[src/rtl/fp_mant_normalizer.sv]
// Multi-cycle left-shift normalizer for single-precision significands.
// Shifts by 4 or 1 per clock until the hidden bit is set, the value is zero, or the exponent bottoms out.
module fp_mant_normalizer (
  input  logic        clk,
  input  logic        rst_n,
  input  logic        start,
  input  logic [23:0] mant_in,
  input  logic [7:0]  exp_in,
  output logic        busy,
  output logic        done,
  output logic [22:0] mant_out,
  output logic [7:0]  exp_out,
  output logic [4:0]  shamt_out,
  output logic        zero,
  output logic        denorm
);

  // Handshake: start is sampled only in IDLE; done is a one-cycle pulse,
  // and busy covers every cycle from the accepting edge to the done edge.
  typedef enum logic {IDLE = 1'b0, NORM = 1'b1} state_t;

  state_t      state, state_nxt;
  logic [23:0] m, m_nxt;
  logic [7:0]  e, e_nxt;
  logic [4:0]  s, s_nxt;
  logic        term;
  logic [22:0] mant_res;
  logic [7:0]  exp_res;
  logic        zero_res;
  logic        denorm_res;

  always_comb begin
    state_nxt  = state;
    m_nxt      = m;
    e_nxt      = e;
    s_nxt      = s;
    term       = 1'b0;
    mant_res   = m[22:0];
    exp_res    = e;
    zero_res   = 1'b0;
    denorm_res = 1'b0;
    case (state)
      IDLE: begin
        if (start) begin
          state_nxt = NORM;
          m_nxt     = mant_in;
          e_nxt     = (exp_in == 8'd0) ? 8'd1 : exp_in;
          s_nxt     = 5'd0;
        end
      end
      NORM: begin
        if (m == 24'd0) begin
          term     = 1'b1;
          mant_res = 23'd0;
          exp_res  = 8'd0;
          zero_res = 1'b1;
        end else if (m[23]) begin
          term = 1'b1;
        end else if (e == 8'd1) begin
          term       = 1'b1;
          exp_res    = 8'd0;
          denorm_res = 1'b1;
        end else if (m[23:20] == 4'd0 && e >= 8'd5) begin
          // e >= 5 keeps the working exponent at 1 or above after the wide step
          m_nxt = {m[19:0], 4'b0000};
          e_nxt = e - 8'd4;
          s_nxt = s + 5'd4;
        end else begin
          m_nxt = {m[22:0], 1'b0};
          e_nxt = e - 8'd1;
          s_nxt = s + 5'd1;
        end
        if (term) state_nxt = IDLE;
      end
      default: state_nxt = IDLE;
    endcase
  end

  always_ff @(posedge clk or negedge rst_n) begin
    if (!rst_n) begin
      state <= IDLE;
    end else begin
      state <= state_nxt;
    end
  end

  always_ff @(posedge clk or negedge rst_n) begin
    if (!rst_n) begin
      m         <= 24'd0;
      e         <= 8'd0;
      s         <= 5'd0;
      busy      <= 1'b0;
      done      <= 1'b0;
      mant_out  <= 23'd0;
      exp_out   <= 8'd0;
      shamt_out <= 5'd0;
      zero      <= 1'b0;
      denorm    <= 1'b0;
    end else begin
      m    <= m_nxt;
      e    <= e_nxt;
      s    <= s_nxt;
      busy <= (state_nxt == NORM);
      done <= term;
      if (term) begin
        mant_out  <= mant_res;
        exp_out   <= exp_res;
        shamt_out <= s;
        zero      <= zero_res;
        denorm    <= denorm_res;
      end
    end
  end

endmodule

[config.mk]
export PLATFORM = sky130hd
export DESIGN_NAME = fp_mant_normalizer
export DESIGN_NICKNAME = d
export VERILOG_FILES = /design/src/rtl/fp_mant_normalizer.sv
export SDC_FILE = /design/constraint.sdc
export NUM_CORES = 1
export LEC_CHECK = 0
export CAP_MARGIN = 20
export CORE_MARGIN = 5
export CORE_UTILIZATION = 56
export CTS_CLUSTER_DIAMETER = 80
export DETAILED_ROUTE_END_ITERATION = 6
export PLACE_DENSITY = 0.88
export RECOVER_POWER = 25
export SLEW_MARGIN = 20
export SYNTH_ARGS = -nofsm -noshare
export SYNTH_HDL_FRONTEND = slang
export SYNTH_SLANG_ARGS = --single-unit
[constraint.sdc]
create_clock -name clk -period 6.49 [get_ports clk]
set_input_delay 1.6225 -clock clk [delete_from_list [all_inputs] [get_ports clk]]
set_output_delay 1.6225 -clock clk [all_outputs]
set_load 0.05 [all_outputs]
==> out/metrics.cfg, run 1 <==
[critical_path]
worstSetupPathType = reg -> out
slowest_stage = clkdlybuf4s50_1
crit_family = buffers and inverters
cp_cell_sequence = clkdlybuf4s50_1
slowest_delay_ns = 0.91
r2r_slack_ns = 3.53
critPathBufInv = 1
end_kind = output port
r2r_cells = 7
rr_endpoint = shamt_out[4]
r2r_start = e[3]
start_kind = flop
cp_max_fo = 17
required_ns = 4.87
critical_path_arrival_ns = 1.96

[floorplan]
initial_core_util = 0.569
pin_count = 75
core_area_um2 = 6680
die_h_um = 92.4
row_count = 30
die_w_um = 92.4
dieArea_um2 = 8530

[detailed_routing]
first_pass_iters = 5
wl_um = 10200
met2_length_um = 4730
detail_route.wl_per_cell_um = 20.5
wl_met1_um = 4370
drt_iter0_drc = 397
routed-via-count = 3376
ant_nets = 0
highest-signal-layer = met4
dr_wl_met3_um = 864
drc = 0
vias_per_cell = 6.77

[finish]
syn2layout_area_growth_pct = 25.0
drive_gt1_frac = 0.0883
fin_nets = 456
fin_area_um2 = 4750
antenna_cells = 0

[worst_hold_path]
min_path_type = reg -> reg
hp-start = zero
hold_path_end = zero
hold_depth = 2

[clock_tree]
cts_buffer_depth = 2
clk_latency_ns = 0.36
cts_setup_buffers = 0
cts_htree_levels = 3
cts_hold_buf = 0
ctsRootBufferMaster = clkbuf_8
cts_resized = 0
cts_buffers = 9
clkSinkCount = 77
cts_tree = done
cts.reportedPaths.clkPinSlew_ns = 0.08

[synthesis]
synth.avg_cell_area_um2 = 10.9
synth_top_cell_by_area = dfrtp_1
ys_top_cells_by_area = dfrtp_1 (51%), a22o_1 (7.4%), a221o_1 (6.1%), a21oi_1 (3.2%), o21ai_0 (3.0%)
synth_mux_area_frac = 0.0254
synth_top_area_frac = 0.507
synthFlopType = dfrtp_1
syn_inst = 349
ys_ff_latch = 77
synth-adder-area-share = 0.0231
synth.distinct_cells = 56
synth_top_family_by_area = compound AO/OA/AOI/OAI gates
synth_nets = 391
yosys_warnings = 0
synth-xor-area-share = 0
async_reset_ff_frac = 1.00
yosysSeqAreaShare = 0.507
synth_simple_gate_area_frac = 0.127
syn-cell-area_um2 = 3800
synth_compound_area_frac = 0.280
synth_edf_count = 0

[global_route]
grt_overflow = 0
grt_pass1_vias = 3206
grt_pass1_wl_um = 16500
grt_max_degree = 78
grt.total_usage = 0.247
grt_antenna_before_repair = 0

[place]
portBuffers = 74
dp_hpwl_um = 6970
place_area_um2 = 4560
gp_congestion = 0.962

[timing]
tns_ns = 0
fin_skew_ns = 0.0154
setup_viol = 0
hold_violations = 0
maxSlewViolCount = 0
post-route-min-period_ns = 3.58
tightest_slew_ns = 0.926
timing.final.crit_share = 0.551
max_slew_margin = 0.382
max_freq_ghz = 0.279
rsz0062_at_grt = no

[outcome]
status = finished clean

[flow_run]
maxCapViolCount = 0

[power_and_ir_drop]
ir_worst_vdd_uv = 285
p_leak_uw = 0.00200
power_density_nw_per_um2 = 514

stage by stage:
step / util / std cells / power [uW] / hold slack, ns / setup WS, ns
after global placement: 0.682 / 483 / 2050 / 0.458 / 2.83
after global routing: 0.711 / 499 / 2570 / 0.521 / 2.87
after floorplan: - / 349 / 1680 / 0.494 / 3.74
after CTS: 0.711 / 499 / 2430 / 0.485 / 2.93
after detailed placement: 0.683 / 483 / 2080 / 0.465 / 2.80
final: 0.711 / 499 / 2440 / 0.478 / 2.91
power by group:
part	switching [uW]	internal, uW	total, uW
clock	197	147	344
combinational	729	453	1180
sequential	235	678	914
cells by family after synthesis:
kind of cell    after synthesis
buf+inv                      33
simple gates                 83
mux                           9
compound gates              140
fa+ha+maj                     7
flops                        77
flip-flops by register name (all words and copies together) (netlist names), 5 cells and up:
signal	flops
mant_out	23
m	24
shamt_out	5
exp_out	8
s	5
e	8
per-layer routing:
layer | up-vias | GRT usage
met5 | - | 0
met1 | 1619 | 0.362
met4 | 0 | 0.106
met3 | 25 | 0.0431
li1 | 1519 | -
met2 | 213 | 0.363
cells in the final DEF (no fill, tap or decap), types with 8 or more instances in the layout:
cell type        instances
a21oi_1                 24
a221o_1                 23
a22o_1                  32
clkbuf_8                 9
clkdlybuf4s50_1         73
dfrtp_1                 77
inv_1                    8
nand2_1                 13
nand3_1                 20
nor2_1                  11
nor4_1                   9
o21ai_0                 23
final cells by class:
| cell class | instances | area (um2) |
|---|---|---|
| multi-input cells | 239 | 1730 |
| fillers | 494 | 1930 |
| flip-flops and latches | 77 | 1930 |
| well taps | 80 | 100 |
| inverters | 9 | 33.8 |
| repair buffers | 78 | 768 |
| clock buffers | 9 | 124 |
| clock inverters | 7 | 63.8 |
worst register-to-register path, cell delays in order, from the launching register on:
cell	delay [ns]
dfrtp_1	0.53
inv_1	0.19
ha_1	0.29
nand4b_1	0.16
o21ai_1	0.26
nor2_2	0.66
buf_4	0.38
mux2_2	0.37
worst max path at each step:
stage          startpoint  endpoint  slack, ns  cells past startpoint
2_1_floorplan       start      e[0]       3.74                      5
3_3_place_gp        start      e[0]       2.83                      7
3_5_place_dp        start      e[0]       2.80                      7
4_1_cts              busy      busy       2.93                      1
5_1_grt              busy      busy       2.87                      1
6_report             busy      busy       2.91                      1
cell usage after synthesis, drive strengths merged, types with 6 or more instances:
cell type	number
a21oi	24
a221o	23
a22o	32
and3	6
buf	6
clkbuf	18
dfrtp	77
ha	7
inv	9
nand2	14
nand3	20
nor2	14
nor4	10
o21ai	25
(Power assumes the default switching activity.)
==> run 2: changes to the inputs <==
--- a/config.mk
+++ b/config.mk
@@ -7,10 +7,10 @@
 export LEC_CHECK = 0
 export CAP_MARGIN = 20
 export CORE_MARGIN = 5
-export CORE_UTILIZATION = 56
+export CORE_UTILIZATION = 52
 export CTS_CLUSTER_DIAMETER = 80
 export DETAILED_ROUTE_END_ITERATION = 6
-export PLACE_DENSITY = 0.88
+export PLACE_DENSITY = 0.82
 export RECOVER_POWER = 25
 export SLEW_MARGIN = 20
 export SYNTH_ARGS = -nofsm -noshare
==> constraint.sdc (replaced) <==
create_clock -name clk -period 3.5 [get_ports clk]
set_input_delay 0.875 -clock clk [delete_from_list [all_inputs] [get_ports clk]]
set_output_delay 0.875 -clock clk [all_outputs]
set_load 0.05 [all_outputs]
==> out/metrics.cfg, run 2 (synthesized netlist as in run 1, its figures left out) <==
[outcome]
status = complete, but fails checks  ; was finished clean
violations = max-capacitance violations, max-slew violations

[clock_tree]
cts_buffers = 9  ; unchanged
cts_htree_levels = 3  ; unchanged
cts.reportedPaths.clkPinSlew_ns = 0.08  ; about the same
cts_buffer_depth = 2  ; unchanged
ctsRootBufferMaster = clkbuf_8  ; unchanged
cts_setup_buffers = 0  ; unchanged
cts_hold_buf = 0  ; unchanged
cts_tree = done  ; unchanged
clk_latency_ns = 0.35  ; was 0.36 ns
clkSinkCount = 77  ; unchanged
cts_resized = 0  ; unchanged

[finish]
reg.largest.list = m: 24 flops, mant_out: 23 flops  ; unchanged
largest_register_ff_count = 24  ; unchanged
layout_commonest_cell = dfrtp_1  ; unchanged
drive_gt1_frac = 0.0903  ; was 0.0883
antenna_cells = 0  ; unchanged
syn2layout_area_growth_pct = 26.4  ; was 25.0%
fin_nets = 458  ; was 456
mostFrequentLayoutCells = dfrtp_1 (77), clkdlybuf4s50_1 (73), a22o_1 (32)  ; unchanged
largest_register = m  ; unchanged

[critical_path]
end_kind = output port  ; unchanged
slowest_delay_ns = 0.91  ; about the same
crit_family = buffers and inverters  ; unchanged
start_kind = flop  ; unchanged
worstSetupPathType = reg -> out  ; unchanged
critPathBufInv = 1  ; unchanged
slowest_stage = clkdlybuf4s50_1  ; unchanged
required_ns = 2.62  ; was 4.87 ns
cp_cell_sequence = clkdlybuf4s50_1  ; unchanged
critical_path_arrival_ns = 1.97  ; was 1.96 ns
cp_max_fo = 17  ; unchanged

[timing]
fin_skew_ns = 0.00863  ; was 0.0154 ns
max_freq_ghz = 0.352
max_slew_margin = -0.216  ; was 0.382
tns_ns = 0  ; unchanged
tightest_slew_ns = 1.82  ; was 0.926 ns
timing.final.crit_share = 0.812
post-route-min-period_ns = 2.84
maxSlewViolCount = 78  ; was 0
rsz0062_at_grt = no  ; unchanged
setup_viol = 0  ; unchanged
hold_violations = 0  ; unchanged
holdWs_ns = 0.489  ; was 0.478 ns

[floorplan]
core_area_um2 = 7180  ; was 6680 um2
dieArea_um2 = 9110  ; was 8530 um2
pin_count = 75  ; unchanged
row_count = 31  ; was 30
die_h_um = 95.5  ; was 92.4 um
die_w_um = 95.5  ; was 92.4 um
initial_core_util = 0.529  ; was 0.569

[detailed_routing]
dr_wl_met3_um = 876  ; was 864 um
detail_route.wl_per_cell_um = 19.7  ; was 20.5 um
first_pass_iters = 5  ; unchanged
drt_iter0_drc = 393  ; was 397
wl_met1_um = 4400  ; was 4370 um
wl_um = 10300  ; was 10,200 um
vias_per_cell = 6.52  ; was 6.77
ant_nets = 0  ; unchanged
met2_length_um = 4710  ; was 4730 um
highest-signal-layer = met4  ; unchanged
drc = 0  ; unchanged
routed-via-count = 3389  ; was 3,376

[power_and_ir_drop]
pwr-share-seq = 0.370  ; was 0.375
clkPwrFrac = 0.151  ; was 0.141
finalPower_uw = 4570  ; was 2440 uW
power_density_nw_per_um2 = 952  ; was 514 nW/um2
p_leak_uw = 0.00203  ; was 0.00200 uW
p_comb_frac = 0.479  ; was 0.484
power.internal_uw = 2440  ; was 1280 uW
swShare = 0.466  ; was 0.476
p_sw_uw = 2130  ; was 1160 uW
ir_worst_vdd_uv = 534  ; was 285 uV

[global_route]
grt_max_degree = 78  ; unchanged
grt_overflow = 0  ; unchanged
grt_pass1_vias = 3116  ; was 3,206
grt_antenna_before_repair = 0  ; unchanged
grt_pass1_wl_um = 16300  ; was 16,500 um
grt.total_usage = 0.233  ; was 0.247

[worst_hold_path]
min_path_type = reg -> reg  ; unchanged

[place]
gp_congestion = 0.912  ; was 0.962
portBuffers = 74  ; unchanged
dp_hpwl_um = 6980  ; was 6970 um

[flow_run]
maxCapViolCount = 1  ; was 0

==> run 2: final timing paths <==
| kind | startpoint | to | slack (ns) | cells past startpoint |
|---|---|---|---|---|
| max | busy | busy | 0.66 | 1 |
| min | zero | zero | 0.49 | 2 |
| max reg2reg | e[3] | mant_out[21] | 0.67 | 7 |
| min reg2reg | zero | zero | 0.49 | 2 |
| max in group asynchronous | rst_n | exp_out[7] | 1.40 | 1 |
| min in group asynchronous | rst_n | zero | 0.99 | 1 |
==> run 2: area by class of cell <==
cell class              instances  area [um2]
clock buffers                   9         124
clock inverters                 7        81.3
fillers                       554        2380
inverters                       9        33.8
multi-input cells             239        1730
flip-flops and latches         77        1930
well taps                      99         124
repair buffers                 80         781
==> run 2: power groups by stage <==
stage	combinational [uW]	clock (uW)	sequential, uW
floorplan	919	0	2200
global placement	2140	0	1680
detailed placement	2170	0	1700
CTS	2190	696	1680
global route	2320	740	1750
finish	2190	689	1690
==> run 2: routing by layer <==
| layer | GRT usage | vias up |
|---|---|---|
| met3 | 0.0308 | 26 |
| met4 | 0.0948 | 0 |
| li1 | - | 1518 |
| met1 | 0.345 | 1629 |
| met5 | 0 | - |
| met2 | 0.347 | 216 |
==> run 2: per-stage QoR <==
| step | area [um2] | setup slack (ns) | instances | utilization |
|---|---|---|---|---|
| floorplan | 3800 | 1.33 | 349 | - |
| global placement | 4600 | 0.728 | 504 | 0.641 |
| detailed placement | 4600 | 0.679 | 504 | 0.641 |
| CTS | 4800 | 0.669 | 520 | 0.669 |
| global route | 4800 | 0.511 | 520 | 0.669 |
| finish | 4800 | 0.657 | 520 | 0.669 |
